File: config.mk
export PLATFORM = sky130hd
export DESIGN_NAME = masked_sign_seq
export DESIGN_NICKNAME = d
export VERILOG_FILES = /design/src/rtl/masked_sign_seq.sv
export SDC_FILE = /design/constraint.sdc
export NUM_CORES = 1
export LEC_CHECK = 0
export ABC_AREA = 1
export CAP_MARGIN = 20
export CELL_PAD_IN_SITES_DETAIL_PLACEMENT = 2
export CELL_PAD_IN_SITES_GLOBAL_PLACEMENT = 2
export CORE_AREA = 2 2 217 219
export DETAILED_ROUTE_END_ITERATION = 10
export DIE_AREA = 0 0 219 221
export GPL_ROUTABILITY_DRIVEN = 0
export MAX_ROUTING_LAYER = met4
export PLACE_DENSITY_LB_ADDON = 0.1
export SLEW_MARGIN = 20
export SYNTH_ARGS = -nofsm -noshare
export SYNTH_HDL_FRONTEND = slang
export SYNTH_SLANG_ARGS = --single-unit
File: constraint.sdc
create_clock -name clk -period 2.7 [get_ports clk]
set_input_delay 0.405 -clock clk [delete_from_list [all_inputs] [get_ports clk]]
set_output_delay 0.405 -clock clk [all_outputs]
set_load 0.005 [all_outputs]
File: src/rtl/masked_sign_seq.sv
// rtl/masked_sign_seq.sv - sequencing controller for the masked sign/step activation datapath
module masked_sign_seq #(
  parameter int WIDTH = 64,
  parameter int CNT_W = 16
) (
  input  logic             clk,
  input  logic             rst_n,
  input  logic             start,
  input  logic [CNT_W-1:0] cfg_len,
  input  logic             in_valid,
  output logic             in_ready,
  input  logic [WIDTH-1:0] in_data,
  input  logic [WIDTH-1:0] in_mask1,
  input  logic [WIDTH-1:0] in_mask2,
  output logic             out_valid,
  input  logic             out_ready,
  output logic [WIDTH-1:0] out_data,
  output logic [CNT_W-1:0] out_idx,
  output logic             busy,
  output logic             done
);

  localparam logic [1:0] S_IDLE  = 2'd0;
  localparam logic [1:0] S_RUN   = 2'd1;
  localparam logic [1:0] S_DRAIN = 2'd2;

  localparam logic [CNT_W-1:0] CNT_ONE  = {{(CNT_W-1){1'b0}}, 1'b1};
  localparam logic [WIDTH-1:0] DATA_ONE = {{(WIDTH-1){1'b0}}, 1'b1};

  logic [1:0]       state;
  logic [CNT_W-1:0] len;
  logic [CNT_W-1:0] in_cnt;
  logic [CNT_W-1:0] out_cnt;
  logic [WIDTH-1:0] unmasked;
  logic [WIDTH-1:0] result;
  logic             in_hs;
  logic             out_hs;
  logic             last_in;
  logic             last_out;

  // Non-negative unmasked value maps to step=1, which in the masked domain is mask2+1.
  assign unmasked = in_data + in_mask1;
  assign result   = unmasked[WIDTH-1] ? in_mask2 : in_mask2 + DATA_ONE;

  assign in_ready = (state == S_RUN) && (in_cnt < len) && (!out_valid || out_ready);
  assign in_hs    = in_valid && in_ready;
  assign out_hs   = out_valid && out_ready;
  assign last_in  = (in_cnt == len - CNT_ONE);
  assign last_out = (out_idx == len - CNT_ONE) && (out_cnt == len - CNT_ONE);
  assign busy     = (state != S_IDLE);

  always_ff @(posedge clk) begin
    if (!rst_n) begin
      state     <= S_IDLE;
      len       <= '0;
      in_cnt    <= '0;
      out_cnt   <= '0;
      out_valid <= 1'b0;
      out_data  <= '0;
      out_idx   <= '0;
      done      <= 1'b0;
    end else begin
      done <= 1'b0;
      case (state)
        S_IDLE: begin
          if (start) begin
            if (cfg_len == '0) begin
              done <= 1'b1;
            end else begin
              len     <= cfg_len;
              in_cnt  <= '0;
              out_cnt <= '0;
              state   <= S_RUN;
            end
          end
        end
        S_RUN: begin
          if (in_hs && last_in) state <= S_DRAIN;
        end
        S_DRAIN: begin
          if (out_hs && last_out) begin
            done  <= 1'b1;
            state <= S_IDLE;
          end
        end
        default: state <= S_IDLE;
      endcase

      // Single-entry output register: a same-edge accept reloads it instead of emptying it.
      if (in_hs) begin
        out_data  <= result;
        out_idx   <= in_cnt;
        out_valid <= 1'b1;
        in_cnt    <= in_cnt + CNT_ONE;
      end else if (out_hs) begin
        out_valid <= 1'b0;
      end
      if (out_hs) out_cnt <= out_cnt + CNT_ONE;
    end
  end

endmodule

== After elaboration in Yosys (flattened, before gate mapping) ==
Cells that the tools add are included.

* Input bits: 213
* Output and inout port bits: 84
* Register bits after elaboration: 132
* Word-level logic and storage cells: 64

* $add $sub $neg: 5
* Bitwise operators: 1
* Reductions and logical operators: 21
* Order comparisons: 1
* Eq/ne operators: 11
* Muxes and demuxes: 17

{| class="wikitable"
|+ Operators with widths
! operator !! number
|-
| $mux 16 || 5
|-
| $add 64x1->64 const B || 1
|-
| $add 64x64->64 || 1
|-
| $mux 64 || 1
|-
| $eq 16x16->1 || 3
|-
| $add 16x1->16 const B || 2
|-
| $logic_not 16->1 || 1
|-
| $lt 16x16->1 || 1
|-
| $sub 16x1->16 const B || 1
|-
| $reduce_bool 2->1 || 6
|-
| $ne 2x2->1 const B || 5
|-
| $reduce_and 3->1 || 3
|-
| $mux 2 || 4
|-
| $logic_and 1x1->1 || 7
|-
| $pmux 2 s3 || 1
|-
| $mux 1 || 5
|-
| $reduce_and 4->1 || 1
|-
| $eq 2x1->1 const B || 1
|-
| $eq 2x2->1 const B || 1
|-
| $logic_not 2->1 || 1
|-
| $ne 2x1->1 const B || 1
|-
| $pmux 1 s2 || 1
|-
| $logic_not 1->1 || 1
|-
| $logic_or 1x1->1 || 1
|-
| $not 1->1 || 1
|}

== Logic depth before layout (Yosys ltp) ==
Gate-level depths: netlist (run 1).

* Depth after elaboration: 7
* Gate-level depth with buffers: 18
* Mapped depth without buffers: 17

== Least setup slack after synthesis (run 1) ==
OpenSTA, ideal clock, no wires.

* Kind: input -> register
* Start: input port in_data[58]
* End: register out_data[14]
* Data arrival time: 1.983 ns
* Stages: 16
* Data required time: 2.591 ns
* Path slack: 0.608 ns
* Path through: ha_1 -> nand2_1 -> nor2_1 -> and2_4 -> nand3_4 -> inv_2 -> nand2_1 -> nand2_1 -> nor2_4 -> nand3_4 -> buf_8 -> buf_4 -> nand3_1 -> nand3_1 -> nand2_1 -> inv_1

* Longest elaborated chain between the ends: 2

{| class="wikitable"
|+ Ends and longest elaborated chain
! what !! RTL line !! RTL
|-
| start: declaration || 12 || <nowiki>input logic [WIDTH-1:0] in_data,</nowiki>
|-
| $add 64x64->64 || 42 || <nowiki>assign unmasked = in_data + in_mask1;</nowiki>
|-
| $mux 64 || 43 || <nowiki>assign result = unmasked[WIDTH-1] ? in_mask2 : in_mask2 + DATA_ONE;</nowiki>
|-
| end signal: assignment || 91 || <nowiki>out_data <= result;</nowiki>
|-
| end: declaration || 17 || <nowiki>output logic [WIDTH-1:0] out_data,</nowiki>
|}

No other way between the ends.
A chain may end at the register's enable or synchronous reset.

== Final worst setup path (run 1) ==
* Start: register len[6]
* End: output port in_ready

* Longest elaborated chain between the ends: 3

{| class="wikitable"
|+ Ends and longest elaborated chain
! what !! RTL line !! RTL
|-
| start: declaration || 31 || <nowiki>logic [CNT_W-1:0] len;</nowiki>
|-
| start signal: assignment || 70 || <nowiki>len <= cfg_len;</nowiki>
|-
| $lt 16x16->1 || 45 || <nowiki>assign in_ready = (state == S_RUN) && (in_cnt < len) && (!out_valid || out_ready);</nowiki>
|-
| $logic_and 1x1->1 (2 in a row) || 45 ||
|-
| end: declaration || 11 || <nowiki>output logic in_ready,</nowiki>
|}

No other way between the ends.

==> impl_metrics.ini, run 1 <==
[clocking]
clkLatencyLatePin_ps = 460
cts_hold_buf = 0
htreeDepth = 4
clk_pin_slew_worst_paths_ps = 60
cts_tree = built
cts_buffer_depth = 2
cts_root_buffer = clkbuf_16
cts.sinks = 132
cts_buffers = 17

[power]
p_leak_nw = 7.44
peakVddDrop_mv = 0.331
power_density_nw_per_um2 = 415

[logic_synthesis]
synth_top_cell_by_area = dfxtp_1
synth.avg_cell_area_sq_um = 6.14
synth_warnings = 0
synthesis.nets = 2224
yosysSeqAreaShare_pct = 22.3
synthTopCellsByArea = dfxtp_1 (22%), nand2_1 (16%), nor2_1 (9.5%), ha_1 (8.7%), nand3_1 (8.5%)
synth_cell_type_count = 52
synth_seq_cells = 132
synth_top_area_share_pct = 22.3
syn-cell-area_sq_um = 11800
synthCells = 1929

[final_layout]
fillerInstances = 5642
nets = 2576
drive_above_1_share_pct = 10.4
instances_no_fill = 2909
fin_util_pct = 36.3
area_growth_pct = 41.1
final-seq-area_sq_um = 2670
fin_area_sq_um = 16700
multi_input_area_sq_um = 8030

[worst_setup_path]
crit_type = reg -> out
crit_end = in_ready
crit_start = len[6]$_SDFFE_PN0P_
r2r-end = done$_SDFF_PN0_
start_kind = flip-flop
rrSetupSlack_ps = 200
r2r-start = len[0]$_SDFFE_PN0P_
r2r_cells = 12
worstSetupEndpointType = output port
cp_data_required_time_ps = 2300
cp.arrival_ps = 2160
critPathMaxFanout = 5

[detailed_routing]
dr.pass1.iters = 4
drt_iter0_markers = 404
via_per_inst = 4.84
wl_per_cell_microns = 19.2
antenna_left = 0
drt-total-wl_microns = 55800
drc = 0
vias = 14083

[floorplan]
die_w_microns = 219
dieArea_sq_um = 48400
initial_utilization_pct = 25.7
coreArea_sq_um = 46100
io_pins = 297
dieHeight_microns = 221
num_rows = 79

[timing]
timing.final.crit_share_pct = 95.0
hold_viol_final = 0
slew_headroom_pct = 54.8
rsz0062_at_grt = yes
setup_violations = 0
fmax_mhz = 390
skew_ps = 10.4
drv_slew = 0
fin_setup_tns_ps = 0
tightest_slew_ps = 673
worst_hold_slack_ps = 513
period_minus_slack_ps = 2560

[outcome]
run_status = completed

[placement]
dp_hpwl_microns = 46500
io_buffers = 296
dp_cells = 2868
placed_cell_area_sq_um = 16000

[hold_path]
min_path_type = reg -> reg
hold-path-cell-count = 2

[global_routing]
overflow = 0
antenna_found_initial = 8
track_usage_pct = 23.9
grt_pass1_vias = 15698
grt_pass1_wl_microns = 87300
grt_max_degree = 81

[job]
maxCapViolCount = 0
[cells in the mapped netlist (all sizes together)]
master / n
nand2: 528
nor2: 316
nand3: 239
inv: 208
dfxtp: 132
a21oi: 97
ha: 82
o21ai: 64
xor2: 50
buf: 43
nor3: 43
nand4: 40
clkbuf: 19
xnor2: 18
nor4: 17
nand3b: 7
and2: 5
a211oi: 4
and3: 3
clkinv: 3
or2: 2
a21o: 1
a32oi: 1
o211a: 1
o21a: 1
o21bai: 1
o221ai: 1
o22ai: 1
o31ai: 1
or4: 1
[cell usage in the layout (no fill, tap or decap), types with 7 or more instances in the layout]
cell	netlist	final
diode_2	0	8
inv_1	202	200
nor4_1	16	16
o21ai_0	61	61
nor2_2	11	11
buf_12	1	11
nand3b_1	7	7
xor2_1	49	49
inv_2	6	7
nand2_1	512	510
nor2_1	301	301
nand3_2	37	37
nand2_2	12	14
dfxtp_1	132	123
a21oi_1	97	95
nand4_1	39	39
buf_4	16	88
clkdlybuf4s50_1	0	295
clkbuf_16	0	17
nand3_1	200	200
ha_1	82	80
nor3_1	37	37
xnor2_1	18	18
[worst min path at each step]
| stage | slack [ps] | from | endpoint |
|---|---|---|---|
| global route | 550 | out_idx[13]$_SDFFE_PN0P_ | out_idx[13]$_SDFFE_PN0P_ |
| detailed placement | 500 | out_idx[14]$_SDFFE_PN0P_ | out_idx[14]$_SDFFE_PN0P_ |
| global placement | 480 | out_idx[13]$_SDFFE_PN0P_ | out_idx[13]$_SDFFE_PN0P_ |
| CTS | 510 | out_idx[14]$_SDFFE_PN0P_ | out_idx[14]$_SDFFE_PN0P_ |
| floorplan | 470 | out_cnt[10]$_SDFFE_PN0P_ | out_cnt[10]$_SDFFE_PN0P_ |
| finish | 510 | out_idx[14]$_SDFFE_PN0P_ | out_idx[14]$_SDFFE_PN0P_ |
[stage by stage]
step / setup WS, ps / total power, mW
after floorplan: 608 / 3.43
after global placement: -127 / 4.47
after detailed placement: -209 / 4.55
after CTS: 34.9 / 7.05
after global routing: -60.1 / 7.39
final: 135 / 6.94
[what timing repair did]
| action | in CTS | in global routing |
|---|---|---|
| buffers inserted | 1 | 0 |
| pin swaps | 2 | 0 |
| endpoints found under the setup margin | 18 | 48 |
| gates resized for setup | 17 | 9 |
[state kept, by name (all words and copies together) (netlist names)]
name	cells
in_cnt	16
out_data	64
out_cnt	16
state	2
len	16
out_valid	1
done	1
out_idx	16
[layer usage]
| layer | track usage [%] | wire [microns] |
|---|---|---|
| met2 | 44.0 | 29800 |
| met1 | 25.0 | 21900 |
| met4 | 9.20 | 2130 |
| met3 | 4.41 | 2020 |
| met5 | - | 0 |
[area by class of cell]
| class | instances | share of cell area [%] |
|---|---|---|
| Multi-Input combinational cell | 1524 | 48.1 |
| Clock inverter | 11 | 0.756 |
| Sequential cell | 132 | 16.0 |
| Inverter | 211 | 4.79 |
| Antenna cell | 8 | 0.120 |
| Clock buffer | 21 | 2.76 |
| Tap cell | 607 | 4.55 |
| Timing Repair Buffer | 395 | 23.0 |
[power by group]
group	switching [mW]	internal (mW)	leakage, nW
clock network	1.03	1.41	0.276
registers	0.0981	2.06	1.08
logic	1.32	1.02	6.08
[cells by family after synthesis]
family,share of synthesized area (%)
AND/OR/NAND/NOR,46.1
flip-flops,22.3
buffers and inverters,10.2
XOR/XNOR,5.09
adder cells (fa/ha/maj),8.66
AO/OA/AOI/OAI,7.67
[worst max-delay path, stage by stage (launching register included)]
cell and delay [ps]:
dfxtp_4 370, inv_2 60, ha_1 300, nand2_2 80
nor2_1 50, nor3_1 180, nand2_1 110, nand2_1 80
nand2_1 50, nand2_1 90, nand2_1 60, inv_1 50
dlygate4sd2_1 230
No activity file was read; power rests on OpenSTA's default activity.
==> inputs of run 2 (changes only) <==
Settings changed: CTS_CLUSTER_DIAMETER set to 150.
==> results of run 2 <==
Same layout as run 1: the final DEF is identical, and so are final timing and power.
